`config.mk`:
```
export PLATFORM = sky130hd
export DESIGN_NAME = multicycle_control_unit
export DESIGN_NICKNAME = d
export VERILOG_FILES = /design/src/rtl/mips_ctrl_pkg.sv /design/src/rtl/alu_decoder.sv /design/src/rtl/multicycle_control_unit.sv
export SDC_FILE = /design/constraint.sdc
export NUM_CORES = 1
export LEC_CHECK = 0
export BUFFER_PORTS_ARGS = -buffer_cell sky130_fd_sc_hd__buf_4
export CAP_MARGIN = 20
export CORE_UTILIZATION = 30
export DETAILED_ROUTE_END_ITERATION = 6
export HOLD_SLACK_MARGIN = 0.06
export PLACE_DENSITY = 0.65
export SYNTH_ARGS = -nofsm -noshare
export SYNTH_HDL_FRONTEND = slang
export SYNTH_HIERARCHICAL = 1
export SYNTH_SLANG_ARGS = --single-unit
```
`constraint.sdc`:
```
create_clock -name clk -period 2.9 [get_ports clk]
set_input_delay 0.58 -clock clk [delete_from_list [all_inputs] [get_ports clk]]
set_output_delay 0.58 -clock clk [all_outputs]
set_load 0.02 [all_outputs]
```
`src/rtl/mips_ctrl_pkg.sv`:
```
`default_nettype none
// ============================================================================
// Module      : mips_ctrl_pkg
// Description : Shared encodings for the multicycle MIPS main control unit.
// Revision    : 1.0 - initial release
// ============================================================================
package mips_ctrl_pkg;

    localparam int C_ST_W  = 4;
    localparam int C_ALU_W = 3;

    typedef enum logic [C_ST_W-1:0] {
        S_FETCH   = 4'd0,
        S_DECODE  = 4'd1,
        S_MEMADR  = 4'd2,
        S_MEMRD   = 4'd3,
        S_MEMWB   = 4'd4,
        S_MEMWR   = 4'd5,
        S_EXECUTE = 4'd6,
        S_ALUWB   = 4'd7,
        S_BEQEX   = 4'd8,
        S_ADDIEX  = 4'd9,
        S_ADDIWB  = 4'd10,
        S_JEX     = 4'd11
    } state_e;

    localparam logic [5:0] C_OP_RTYPE = 6'b000000;
    localparam logic [5:0] C_OP_LW    = 6'b100011;
    localparam logic [5:0] C_OP_SW    = 6'b101011;
    localparam logic [5:0] C_OP_BEQ   = 6'b000100;
    localparam logic [5:0] C_OP_ADDI  = 6'b001000;
    localparam logic [5:0] C_OP_J     = 6'b000010;

    localparam logic [5:0] C_FN_ADD = 6'b100000;
    localparam logic [5:0] C_FN_SUB = 6'b100010;
    localparam logic [5:0] C_FN_AND = 6'b100100;
    localparam logic [5:0] C_FN_OR  = 6'b100101;
    localparam logic [5:0] C_FN_SLT = 6'b101010;

    typedef enum logic [1:0] {
        ALUOP_ADD   = 2'b00,
        ALUOP_SUB   = 2'b01,
        ALUOP_FUNCT = 2'b10
    } alu_op_e;

    localparam logic [C_ALU_W-1:0] C_ALU_AND = 3'b000;
    localparam logic [C_ALU_W-1:0] C_ALU_OR  = 3'b001;
    localparam logic [C_ALU_W-1:0] C_ALU_ADD = 3'b010;
    localparam logic [C_ALU_W-1:0] C_ALU_SUB = 3'b110;
    localparam logic [C_ALU_W-1:0] C_ALU_SLT = 3'b111;

    localparam logic [1:0] C_SRCB_REG    = 2'b00;
    localparam logic [1:0] C_SRCB_FOUR   = 2'b01;
    localparam logic [1:0] C_SRCB_IMM    = 2'b10;
    localparam logic [1:0] C_SRCB_BRANCH = 2'b11;

    localparam logic [1:0] C_PCSRC_ALU    = 2'b00;
    localparam logic [1:0] C_PCSRC_ALUOUT = 2'b01;
    localparam logic [1:0] C_PCSRC_JUMP   = 2'b10;

endpackage
`default_nettype wire

```
`src/rtl/alu_decoder.sv`:
```
`default_nettype none
// ============================================================================
// Module      : alu_decoder
// Description : Combinational map from (alu_op, funct) to ALU control code.
// Revision    : 1.0 - initial release
// ============================================================================
module alu_decoder
    import mips_ctrl_pkg::*;
(
    input  alu_op_e              alu_op_i,
    input  logic [5:0]           funct_i,
    output logic [C_ALU_W-1:0]   alu_control_o
);

    always_comb begin
        alu_control_o = C_ALU_ADD;
        case (alu_op_i)
            ALUOP_SUB:   alu_control_o = C_ALU_SUB;
            ALUOP_FUNCT: begin
                case (funct_i)
                    C_FN_ADD: alu_control_o = C_ALU_ADD;
                    C_FN_SUB: alu_control_o = C_ALU_SUB;
                    C_FN_AND: alu_control_o = C_ALU_AND;
                    C_FN_OR:  alu_control_o = C_ALU_OR;
                    C_FN_SLT: alu_control_o = C_ALU_SLT;
                    default:  alu_control_o = C_ALU_ADD;
                endcase
            end
            default:     alu_control_o = C_ALU_ADD;
        endcase
    end

endmodule
`default_nettype wire

```
`src/rtl/multicycle_control_unit.sv`:
```
`default_nettype none
// ============================================================================
// Module      : multicycle_control_unit
// Description : Moore main control FSM for the multicycle MIPS datapath with
//               memory-ready stalls in FETCH, MEMRD and MEMWR.
// Revision    : 1.0 - initial release
// ============================================================================
module multicycle_control_unit
    import mips_ctrl_pkg::*;
#(
    parameter int STATE_W    = 4,
    parameter int ALU_CTRL_W = 3
) (
    input  logic                  clk,
    input  logic                  rst,
    input  logic [5:0]            opcode,
    input  logic [5:0]            funct,
    input  logic                  zero,
    input  logic                  mem_ready,
    output logic                  iord,
    output logic                  ir_write,
    output logic                  mem_write,
    output logic                  reg_write,
    output logic                  reg_dst,
    output logic                  mem_to_reg,
    output logic                  alu_src_a,
    output logic [1:0]            alu_src_b,
    output logic [1:0]            pc_src,
    output logic [ALU_CTRL_W-1:0] alu_control,
    output logic                  pc_en,
    output logic                  illegal_op,
    output logic [STATE_W-1:0]    state_dbg
);

    state_e               state_q;
    state_e               state_d;
    alu_op_e              w_alu_op;
    logic [C_ALU_W-1:0]   w_alu_control;
    logic                 w_pc_write;
    logic                 w_branch;
    logic                 w_ir_write;
    logic                 w_mem_write;
    logic                 w_reg_write;

    always_ff @(posedge clk or negedge rst) begin
        if (!rst) begin
            state_q <= S_FETCH;
        end else begin
            state_q <= state_d;
        end
    end

    always_comb begin
        state_d     = S_FETCH;
        w_alu_op    = ALUOP_ADD;
        w_pc_write  = 1'b0;
        w_branch    = 1'b0;
        w_ir_write  = 1'b0;
        w_mem_write = 1'b0;
        w_reg_write = 1'b0;
        iord        = 1'b0;
        reg_dst     = 1'b0;
        mem_to_reg  = 1'b0;
        alu_src_a   = 1'b0;
        alu_src_b   = C_SRCB_REG;
        pc_src      = C_PCSRC_ALU;
        illegal_op  = 1'b0;
        case (state_q)
            S_FETCH: begin
                alu_src_b  = C_SRCB_FOUR;
                w_ir_write = mem_ready;
                w_pc_write = mem_ready;
                state_d    = mem_ready ? S_DECODE : S_FETCH;
            end
            S_DECODE: begin
                // ALUOut captures PC+4 + (imm<<2) in case this is a branch
                alu_src_b = C_SRCB_BRANCH;
                case (opcode)
                    C_OP_LW, C_OP_SW: state_d = S_MEMADR;
                    C_OP_RTYPE:       state_d = S_EXECUTE;
                    C_OP_BEQ:         state_d = S_BEQEX;
                    C_OP_ADDI:        state_d = S_ADDIEX;
                    C_OP_J:           state_d = S_JEX;
                    default: begin
                        state_d    = S_FETCH;
                        illegal_op = 1'b1;
                    end
                endcase
            end
            S_MEMADR: begin
                alu_src_a = 1'b1;
                alu_src_b = C_SRCB_IMM;
                state_d   = (opcode == C_OP_LW) ? S_MEMRD : S_MEMWR;
            end
            S_MEMRD: begin
                iord    = 1'b1;
                state_d = mem_ready ? S_MEMWB : S_MEMRD;
            end
            S_MEMWB: begin
                mem_to_reg  = 1'b1;
                w_reg_write = 1'b1;
            end
            S_MEMWR: begin
                iord        = 1'b1;
                w_mem_write = 1'b1;
                state_d     = mem_ready ? S_FETCH : S_MEMWR;
            end
            S_EXECUTE: begin
                alu_src_a = 1'b1;
                w_alu_op  = ALUOP_FUNCT;
                state_d   = S_ALUWB;
            end
            S_ALUWB: begin
                reg_dst     = 1'b1;
                w_reg_write = 1'b1;
            end
            S_BEQEX: begin
                alu_src_a = 1'b1;
                w_alu_op  = ALUOP_SUB;
                w_branch  = 1'b1;
                pc_src    = C_PCSRC_ALUOUT;
            end
            S_ADDIEX: begin
                alu_src_a = 1'b1;
                alu_src_b = C_SRCB_IMM;
                state_d   = S_ADDIWB;
            end
            S_ADDIWB: begin
                w_reg_write = 1'b1;
            end
            S_JEX: begin
                pc_src     = C_PCSRC_JUMP;
                w_pc_write = 1'b1;
            end
            default: state_d = S_FETCH;
        endcase
    end

    alu_decoder u_alu_decoder (
        .alu_op_i      (w_alu_op),
        .funct_i       (funct),
        .alu_control_o (w_alu_control)
    );

    // Strobes are masked by rst so nothing is written while reset is held
    assign ir_write    = rst & w_ir_write;
    assign mem_write   = rst & w_mem_write;
    assign reg_write   = rst & w_reg_write;
    assign pc_en       = rst & (w_pc_write | (w_branch & zero));
    assign alu_control = ALU_CTRL_W'(w_alu_control);
    assign state_dbg   = STATE_W'(state_q);

endmodule
`default_nettype wire

```
---- Yosys cells after proc, flatten, opt, wreduce, memory -nomap -nowiden ----
Cells that the tools add are included.
storage, ports and cells
  logic and storage cells ................. 59
  input bits .............................. 16
  register bits after elaboration ......... 4
  output and inout bits ................... 20
operators by class
  muxes and demuxes ....................... 22
  reductions and logical operators ........ 8
  equal/unequal tests ..................... 22
  bitwise logic cells ..................... 6
operators by type and width
  operator                                                               count
  6-bit equality test, second input constant                             6
  4-bit one-hot mux with 7 select lines                                  1
  4-bit one-hot mux with 5 select lines                                  1
  4-bit by 3-bit equality test with 1-bit output, second input constant  4
  4-bit equality test, second input constant                             4
  3-bit one-hot mux with 4 select lines                                  1
  1-bit 2-to-1 mux                                                       11
  3-bit 2-to-1 mux                                                       3
  4-bit by 2-bit equality test with 1-bit output, second input constant  2
  2-bit one-hot mux with 2 select lines                                  2
  6-bit by 2-bit equality test with 1-bit output, second input constant  1
  6-bit by 3-bit equality test with 1-bit output, second input constant  1
  6-bit by 4-bit equality test with 1-bit output, second input constant  1
  6-bit logical NOT                                                      1
  2-bit one-hot mux with 3 select lines                                  1
  3-bit one-hot mux with 2 select lines                                  1
  2-bit OR reduction                                                     3
  6-bit OR reduction                                                     1
  1-bit AND                                                              5
  4-bit by 1-bit equality test with 1-bit output, second input constant  1
  4-bit logical NOT                                                      1
  4-bit OR reduction                                                     1
  3-bit OR reduction                                                     1
  2-bit by 1-bit equality test with 1-bit output, second input constant  1
  3 further kinds                                                        3

---- Depth between registers and ports, before layout ----
  depth in word-level cells ............... 5
  mapped depth ............................ 8
  mapped depth without buffers ............ 7

---- Cells and area by module ----
The synthesis kept the hierarchy.
by module, submodules not included
  module                   seq. area each (sq um)  instances  cells each  area each (sq um)
  multicycle_control_unit  100.1                   1          75          590.6
  alu_decoder              0.0                     1          15          118.9

---- Least setup slack after synthesis ----
OpenSTA, ideal clock, no wires.
  path kind ............................... register to output
  start point ............................. register state_q[2] (netlist: state_dbg[2])
  end point ............................... output alu_control[2]
  data required time ...................... 2.320 ns
  slack ................................... 0.324 ns
  arrival ................................. 1.996 ns
  cell stages (with the launch flop) ...... 8
  buffers on the path ..................... 1
  cell sequence ........................... dfrtp_1 buf_6 nand2b_1 nor3_1 inv_1 ha_1 nand4bb_1 o22ai_1
between the ends
  cells in the longest elaborated chain, start to end .. 4
  elaborated cells on any way between the ends .. 6
  those cells by class .................... eq/ne (4); mux (2)
RTL lines
  element                                                                                RTL line                       source
  start, declared                                                                        multicycle_control_unit.sv:35  state_e state_q;
  start signal, assigned                                                                 multicycle_control_unit.sv:49  state_q <= state_d;
  4-bit equality test or 4-bit by 3-bit equality test with 1-bit output (tied branches)  multicycle_control_unit.sv:68  case (state_q)
  2-bit one-hot mux with 2 select lines (*)                                              multicycle_control_unit.sv:68
  via w_alu_op[0]                                                                        multicycle_control_unit.sv:37  alu_op_e w_alu_op;
  2-bit equality test or 2-bit by 1-bit equality test with 1-bit output (tied branches)  alu_decoder.sv:17              case (alu_op_i)
  3-bit one-hot mux with 2 select lines (*)                                              alu_decoder.sv:17
  end, declared                                                                          multicycle_control_unit.sv:29  output logic [ALU_CTRL_W-1:0] alu_control,
The timed path passes the listed nets; every way through them passes the cells marked *.

---- Worst setup path after layout ----
  start point ............................. register state_q[3] (netlist: state_dbg[3])
  end point ............................... output alu_control[2]
The elaborated chain is that of the path after synthesis.

==> flow_metrics.tcl <==
set metrics [dict create \
    crit_arrival_ps 2070 \
    design_power_total_uw 345 \
    hp-class "primary input to async pin" \
    viasPerCell 5.38 \
    ys_seq_area_share_pct 14.1 \
    drc_errors 0 \
    grt_max_degree 22 \
    clk-insertion-delay-late_ps 230 \
    grt_pass1_vias 693 \
    max_freq_mhz 377 \
    synthArstFlopShare_pct 100 \
    port_buffers 35 \
    cts_root_buf "clkbuf_4" \
    wire_per_inst_um 12.1 \
    synth_cell_types 42 \
    die_area_um2 2560 \
    ys.flop_type "dfrtp_1" \
    critical-path-top-delay-family "simple AND/OR/NAND/NOR gates" \
    dp_hpwl_um 1450 \
    ctsHtreeMaxLevel 1 \
    fin_nets 145 \
    power.density_nw_per_um2 347 \
    ys_warn_count 6 \
    largest_reg_flops 4 \
    numCtsBuffers 3 \
    crit_path_max_incr_delay_ps 500 \
    placedCellCount 150 \
    drtAntennaViolNets 0 \
    fin_crit_sh_pct 91.4 \
    grt_usage_pct 14.7 \
    avgSynthCellArea_um2 7.88 \
    row_count 17 \
    end_kind "output pin" \
    clock_sinks 4 \
    stdcell_count 153 \
    antenna_cells 0 \
    cp_slowest_cell "dfrtp_2" \
    setup_viol 0 \
    synth_nets 108 \
    grt_pass1_wl_um 2880 \
    die_w_um 50.6 \
    holdBufCountCts 0 \
    crit_path_cell_trace "nand2b_1 > nor3_1 > inv_1 > ha_1 > nand4bb_1 > o22ai_1 > buf_4" \
    start_util_pct 32.1 \
    cts_buffer_depth 2 \
    clkSlewWorstSetupHoldPaths_ps 40 \
    drive_gt1_share_pct 39.2 \
    hold_viol 0 \
    startpoint_type "flip-flop" \
    dr.pass1.iters 4 \
    maxCapViolations 0 \
    core_um2 2210 \
    cts_tree "built" \
    cp_max_fo 13 \
    maxSlewViolCount 0 \
    synth-edff-count 0 \
    leakage_nw 0.439 \
    status "finished clean" \
    drt_wl_total_um 1860 \
    worst_slack_ps 250 \
    tns_ps 0 \
    ys_seq_elements 4 \
    grt_antenna_before_repair 0 \
    drt-initial-drc-count 20 \
    path_buf_inv 2 \
    post_cts_resized 0 \
    grt-ovfl-total 0 \
    place_congestion 0.831 \
    place_ws_ps 361 \
    slew_headroom_pct 81.9 \
    finClkSkew_ps 1.09 \
    rsz0062_at_grt "false" \
    crit_type "flip-flop to output pin" \
    synth_area_um2 709 \
    regToRegSetupSlack_ps 1510 \
    fin_util_pct 44.9 \
    post_cts_buffers 0 \
    io_pins 36 \
    worst_pin_slew_ps 268 \
    syn-instance-count 90 \
    period_needed_ps 2650 \
    critical_path_required_ps 2320 \
    num_vias 823 \
    die_y_um 50.6 \
    syn_to_final_growth_pct 40.0 \
    ir_worst_vdd_mv 0.154 \
]
synth_stat cells (2+ instances only):
master | n | area share, %
buf_4 | 2 | 2.1
nor2_1 | 10 | 5.3
inv_1 | 7 | 3.7
o21ai_1 | 2 | 1.4
dfrtp_1 | 4 | 14
nand2b_1 | 4 | 3.5
a31oi_1 | 3 | 2.6
nand2_1 | 4 | 2.1
xor2_1 | 2 | 2.5
buf_6 | 4 | 6.3
ha_1 | 2 | 3.5
nor3_1 | 9 | 6.3
and3_1 | 2 | 1.8
a21oi_1 | 3 | 2.1
nand4bb_1 | 3 | 4.8
o211ai_1 | 2 | 2.1
o21ai_0 | 2 | 1.4
final cells by class:
type | count | area (µm²)
Clock buffer | 3 | 22.5
Fill cell | 230 | 1220
Inverter | 7 | 26.3
Multi-Input combinational cell | 73 | 523
Sequential cell | 4 | 101
Tap cell | 28 | 35.0
Timing Repair Buffer | 38 | 285
worst paths after layout:
check,startpoint,endpoint,depth (start not counted)
worst max-delay path,state_dbg[3],alu_control[2],7
worst min-delay path,rst,state_dbg[1],1
worst max register to register,state_dbg[1],state_dbg[0],4
worst min register to register,state_dbg[3],state_dbg[1],1
max in group asynchronous,rst,state_dbg[3],1
min in group clk,state_dbg[3],state_dbg[1],1
report_power, final:
group	switching, mW	leakage, nW	internal, mW	total, mW
Sequential	0.00907	0.0524	0.0624	0.0715
Clock	0.0207	0.0138	0.0462	0.0669
Combinational	0.111	0.373	0.0954	0.207
Total	0.141	0.439	0.204	0.345
cell usage in the layout, fill, tap and decap left out, types with 2 or more instances in the layout:
master	count
a31oi_1	3
dfrtp_1	3
a21oi_1	3
buf_4	38
o21ai_1	2
and3_1	2
o211ai_1	2
clkbuf_4	3
nor3_1	9
inv_1	7
nor2_1	10
xor2_1	2
nand2b_1	4
nand4bb_1	3
nand2_1	4
ha_1	2
o21ai_0	2
per-stage QoR:
step	area (µm²)	hold slack, ps
finish	993	145
global route	993	137
CTS	992	140
detailed placement	970	387
global placement	970	386
floorplan	709	284
metal layers:
| layer | GRT usage [%] | vias to the layer above | wire length [µm] | share of wire [%] |
|---|---|---|---|---|
| met4 | 6.94 | 0 | 0 | 0 |
| met5 | 0 | - | 0 | 0 |
| li1 | - | 414 | - | - |
| met3 | 1.82 | 0 | 76 | 4.1 |
| met2 | 25.1 | 23 | 987 | 53 |
| met1 | 18.1 | 386 | 792 | 43 |
cell families (layout without fill, tap and decap cells):
kind of cell	after synthesis	in the layout	synth area share, %
and+or+nand+nor	47	47	45.5
AOI/OAI and AO/OA	20	20	19.2
buffers and inverters	13	48	12.2
DFF	4	4	14.1
adders and majority gates	2	2	3.53
xor gates and xnor gates	2	2	2.47
muxes	2	2	3.00
No activity file was read; power rests on OpenSTA's default activity.
